<file path="config.mk">
export PLATFORM = sky130hd
export DESIGN_NAME = hex_ascii_tx_serializer_flat
export DESIGN_NICKNAME = d
export VERILOG_FILES = /design/src/rtl/hex_ascii_tx_serializer_if.sv /design/src/rtl/hex_ascii_tx_serializer.sv /design/src/flat_wrapper.sv
export SDC_FILE = /design/constraint.sdc
export NUM_CORES = 1
export LEC_CHECK = 0
export CAP_MARGIN = 20
export CORE_MARGIN = 2
export CORE_UTILIZATION = 35
export DETAILED_ROUTE_END_ITERATION = 8
export PLACE_DENSITY = 0.67
export SKIP_CTS_REPAIR_TIMING = 1
export SLEW_MARGIN = 20
export SYNTH_ARGS = -nofsm -noshare
export SYNTH_HDL_FRONTEND = slang
export SYNTH_SLANG_ARGS = --single-unit
</file>
<file path="constraint.sdc">
create_clock -name clk -period 4.8 [get_ports clk]
set_clock_uncertainty 0.1 [all_clocks]
set_input_delay 0.72 -clock clk [delete_from_list [all_inputs] [get_ports clk]]
set_output_delay 0.72 -clock clk [all_outputs]
set_load 0.01 [all_outputs]
</file>
<file path="src/rtl/hex_ascii_tx_serializer_if.sv">
// Handshake bundle between the hex translator, the serializer and the UART TX byte port.
interface hex_ascii_tx_serializer_if #(
    parameter int NUM_CHARS = 4
);
    logic [NUM_CHARS*8-1:0] frame_in;
    logic                   frame_valid;
    logic                   frame_ready;
    logic [7:0]             tx_data;
    logic                   tx_valid;
    logic                   tx_ready;
    logic                   busy;
    logic                   frame_done;

    modport master (
        output frame_in, frame_valid, tx_ready,
        input  frame_ready, tx_data, tx_valid, busy, frame_done
    );

    modport slave (
        input  frame_in, frame_valid, tx_ready,
        output frame_ready, tx_data, tx_valid, busy, frame_done
    );
endinterface

</file>
<file path="src/rtl/hex_ascii_tx_serializer.sv">
// Latches one ASCII hex frame, emits it MS char first; APPEND_CRLF_EN appends CR LF.
// First byte valid 1 cycle after accept; one byte per cycle; frame_done 1 cycle after last transfer.
// tx_data/tx_valid hold while tx_ready is low; frame_ready only in IDLE, so frames wait upstream.
module hex_ascii_tx_serializer #(
    parameter int NUM_CHARS = 4
) (
    input  logic                            clk,
    input  logic                            rst_n,
    hex_ascii_tx_serializer_if.slave        bus
);
    localparam int IW = (NUM_CHARS > 1) ? $clog2(NUM_CHARS) : 1;

`ifdef APPEND_CRLF_EN
    typedef enum logic [1:0] {IDLE, SEND, CR, LF} state_t;
`else
    typedef enum logic {IDLE, SEND} state_t;
`endif

    state_t                     state;
    logic [IW-1:0]              idx;
    logic [IW-1:0]              idx_nxt;
    logic [NUM_CHARS-1:0][7:0]  frame_q;
    logic [7:0]                 tx_data_q;
    logic                       tx_valid_q;
    logic                       frame_done_q;

    assign idx_nxt = idx - IW'(1);

    always_ff @(posedge clk) begin
        if (!rst_n) begin
            state        <= IDLE;
            idx          <= '0;
            frame_q      <= '0;
            tx_data_q    <= 8'h00;
            tx_valid_q   <= 1'b0;
            frame_done_q <= 1'b0;
        end else begin
            frame_done_q <= 1'b0;
            case (state)
                IDLE: begin
                    if (bus.frame_valid) begin
                        frame_q    <= bus.frame_in;
                        idx        <= IW'(NUM_CHARS - 1);
                        tx_data_q  <= bus.frame_in[NUM_CHARS*8-1 -: 8];
                        tx_valid_q <= 1'b1;
                        state      <= SEND;
                    end
                end
                SEND: begin
                    if (bus.tx_ready) begin
                        if (idx != '0) begin
                            idx       <= idx_nxt;
                            tx_data_q <= frame_q[idx_nxt];
                        end else begin
`ifdef APPEND_CRLF_EN
                            tx_data_q    <= 8'h0D;
                            state        <= CR;
`else
                            tx_valid_q   <= 1'b0;
                            frame_done_q <= 1'b1;
                            state        <= IDLE;
`endif
                        end
                    end
                end
`ifdef APPEND_CRLF_EN
                CR: begin
                    if (bus.tx_ready) begin
                        tx_data_q <= 8'h0A;
                        state     <= LF;
                    end
                end
                LF: begin
                    if (bus.tx_ready) begin
                        tx_valid_q   <= 1'b0;
                        frame_done_q <= 1'b1;
                        state        <= IDLE;
                    end
                end
`endif
                default: begin
                    tx_valid_q <= 1'b0;
                    state      <= IDLE;
                end
            endcase
        end
    end

    // Handshake outputs come straight from registers; no input-to-output path.
    assign bus.frame_ready = (state == IDLE);
    assign bus.busy        = (state != IDLE);
    assign bus.tx_data     = tx_data_q;
    assign bus.tx_valid    = tx_valid_q;
    assign bus.frame_done  = frame_done_q;
endmodule
</file>
<file path="src/flat_wrapper.sv">
// flat-port wrapper written by rule: the top's interface ports become plain ports
module hex_ascii_tx_serializer_flat 
#(
    parameter int NUM_CHARS = 4
)
  (clk, rst_n, bus_frame_in, bus_frame_valid, bus_tx_ready, bus_frame_ready, bus_tx_data, bus_tx_valid, bus_busy, bus_frame_done);
  hex_ascii_tx_serializer_if #(.NUM_CHARS(NUM_CHARS)) bus_i ();
  input  logic clk;
  input  logic rst_n;
  input wire logic [$bits(bus_i.frame_in)-1:0] bus_frame_in;
  input wire logic [$bits(bus_i.frame_valid)-1:0] bus_frame_valid;
  input wire logic [$bits(bus_i.tx_ready)-1:0] bus_tx_ready;
  output wire logic [$bits(bus_i.frame_ready)-1:0] bus_frame_ready;
  output wire logic [$bits(bus_i.tx_data)-1:0] bus_tx_data;
  output wire logic [$bits(bus_i.tx_valid)-1:0] bus_tx_valid;
  output wire logic [$bits(bus_i.busy)-1:0] bus_busy;
  output wire logic [$bits(bus_i.frame_done)-1:0] bus_frame_done;
  assign bus_i.frame_in = bus_frame_in;
  assign bus_i.frame_valid = bus_frame_valid;
  assign bus_i.tx_ready = bus_tx_ready;
  assign bus_frame_ready = bus_i.frame_ready;
  assign bus_tx_data = bus_i.tx_data;
  assign bus_tx_valid = bus_i.tx_valid;
  assign bus_busy = bus_i.busy;
  assign bus_frame_done = bus_i.frame_done;
  hex_ascii_tx_serializer #(.NUM_CHARS(NUM_CHARS)) u_core (.clk(clk), .rst_n(rst_n), .bus(bus_i));
endmodule
</file>
==> impl_metrics.csv <==
group,metric,value,unit
worst_setup_path,cp-start-kind,"input port",
outcome,status,"finished clean",
route,wl_per_cell,13.3,um
timing,max_slew_margin,0.378,
logic_synthesis,syn_avg_cell_area,8.59,um2
route,first_pass_iters,4,
logic_synthesis,synth-seq-area-share,0.462,
global_routing,grt_max_degree,45,
final_layout,syn_to_final_growth,27.6,%
floorplanning,start_util,0.359,
floorplanning,fp.dieH,78.7,um
global_routing,antenna_found_initial,0,
route,routed_wl,4.50,mm
clocking,cts_buffers,5,
placement,dp_hpwl,3.03,mm
final_layout,insertedDiodeCount,0,
route,drt_iter0_drc,98,
worst_setup_path,endpoint_kind,"flop",
timing,setup-violations-final,0,
worst_setup_path,crit_fanout,44,
timing,timing.final.hold_violations,0,
global_routing,track_usage,0.148,
final_layout,drive_above_1_share,0.0489,
worst_setup_path,cp.arrival,2730,ps
placement,place_inst,330,
clocking,htreeDepth,2,
timing,slew_violations,0,
timing,tightest_slew,931,ps
route,vias_per_cell,4.87,
placement,port_buffers,47,
placement,place_congestion,0.787,
logic_synthesis,syn_nets,264,
timing,rsz0062_at_grt,"false",
floorplanning,core_area,5440,um2
logic_synthesis,synthCells,227,
logic_synthesis,synth_warnings,0,
clocking,cts_tree,"done",
floorplanning,die_w,78.7,um
timing,fin_crit_sh,0.547,
pwr,power_leakage,0.936,nW
final_layout,n_fill_cell,562,
clocking,cts_buffer_depth,2,
timing,fin_setup_tns,0,ps
clocking,clk_latency,300,ps
run,maxCapViolCount,0,
logic_synthesis,yosysTopAreaCell,"dfxtp_1",
route,num_vias,1647,
floorplanning,rows,27,
worst_setup_path,critPathRequiredTime,4900,ps
floorplanning,ios,48,
logic_synthesis,synthesis.area,1950,um2
final_layout,final_nets,302,
logic_synthesis,synth_area_leaders,"dfxtp_1, nand2_1, a21oi_1",
route,drc,0,
timing,clock.fmax,0.381,GHz
global_routing,grt_overflow,0,
global_routing,grt_pass1_vias,1395,
worst_setup_path,crit_type,"in -> reg",
route,final_antenna_net_count,0,
clocking,path_clk_slew,90,ps
pwr,power.density,326,nW/um2
clocking,root_buffer,"clkbuf_8",
clocking,numClockSinks,45,
timing,fin_crit,2630,ps
final_layout,fin_cells,338,
logic_synthesis,yosys.area.top_type_share,0.462,
logic_synthesis,ys_ff_latch,45,
global_routing,grt_pass1_wl,6.98,mm
min_path,hold_path_class,"reg -> reg",
pwr,vdd_drop_max,0.123,mV
logic_synthesis,ys_types,27,
pwr,power,0.000812,W
floorplanning,dieArea,6190,um2
-- registers in the layout, summed over array words and instances (netlist names) --
register and cells:
u_core.bus.busy 1, u_core.bus.frame_done 1, u_core.bus.tx_data 8, u_core.bus.tx_valid 1, u_core.frame_q 32, u_core.idx 2
-- cells by family (layout without fill, tap and decap cells) --
family,after synthesis,count (layout),synth area share
DFF,45,45,0.462
and+or+nand+nor,92,92,0.203
muxes,16,16,0.0827
adders and majority gates,1,1,0.00641
AOI/OAI and AO/OA,52,52,0.182
buffers and inverters,21,60,0.0635
-- placed cells by master (no fill, tap or decap) --
cell type,netlist,routed
a211oi_1,2,2
a21oi_1,33,33
a311oi_2,1,1
and3b_4,1,1
buf_4,1,1
clkbuf_1,2,3
clkbuf_8,0,5
clkdlybuf4s50_1,0,47
dfxtp_1,45,45
ha_1,1,1
inv_1,2,2
inv_2,2,2
mux2_2,1,1
mux2i_1,15,15
nand2_1,65,65
nand2b_1,1,1
nand3_1,2,2
nor2_1,10,10
nor2b_4,1,1
nor3_1,3,3
o211a_1,1,1
o21bai_4,1,1
o2bb2ai_1,7,7
o311a_1,7,7
or2b_1,1,1
or3_1,8,8
-- critical path: stages --
cell	delay (ps)
clkdlybuf4s50_1	500
nor2b_4	780
nor2_1	310
o311a_1	420
-- power by group --
part / leakage [nW] / internal [W] / switching (W) / total (W)
logic: 0.526 / 0.0000882 / 0.0000795 / 0.000168
clock network: 0.0395 / 0.000104 / 0.000124 / 0.000228
registers: 0.371 / 0.000400 / 0.0000166 / 0.000417
total: 0.936 / 0.000592 / 0.000220 / 0.000812
-- layout make-up --
| class | instances | area [um2] | area share |
|---|---|---|---|
| Inverter | 4 | 15.0 | 0.00603 |
| Timing Repair Buffer | 48 | 478 | 0.192 |
| Tap cell | 72 | 90.1 | 0.0362 |
| Clock buffer | 8 | 80.1 | 0.0322 |
| Multi-Input combinational cell | 161 | 926 | 0.372 |
| Sequential cell | 45 | 901 | 0.362 |
-- worst paths after layout --
path / startpoint / endpoint / slack, ps / cells after the start
hold / removal: u_core.frame_q[16] / u_core.frame_q[16] / 350 / 2
setup / recovery: bus_frame_valid / u_core.bus.tx_data[2] / 2170 / 4
setup reg to reg: u_core.idx[0] / u_core.bus.tx_data[0] / 2460 / 5
hold reg to reg: u_core.frame_q[16] / u_core.frame_q[16] / 350 / 2
-- cells in the mapped netlist --
cell type	instances
and3b_4	1
nand2_1	65
a211oi_1	2
a21oi_1	33
clkbuf_1	2
mux2i_1	15
nor3_1	3
o21bai_4	1
inv_2	2
mux2_2	1
buf_2	9
dfxtp_1	45
nor2b_4	1
buf_6	4
o311a_1	7
ha_1	1
o2bb2ai_1	7
a311oi_2	1
nor2_1	10
o211a_1	1
nand2b_1	1
nand3_1	2
or2b_1	1
buf_4	1
inv_1	2
buf_1	1
or3_1	8
-- per-stage QoR --
step,utilization,worst slack [ps],area [um2],hold slack [ps]
4_1_cts,0.458,2140,2490,358
5_1_grt,0.458,2010,2490,371
3_3_place_gp,0.443,1880,2410,341
2_1_floorplan,-,3010,1950,333
3_5_place_dp,0.443,1820,2410,347
6_report,0.458,2170,2490,355
-- metal layers --
layer	wire (um)	track usage
met5	0	0
met4	72	0.0632
met3	258	0.0460
met2	1980	0.214
met1	2190	0.202
Note: power is estimated with default switching activity, not from simulation.
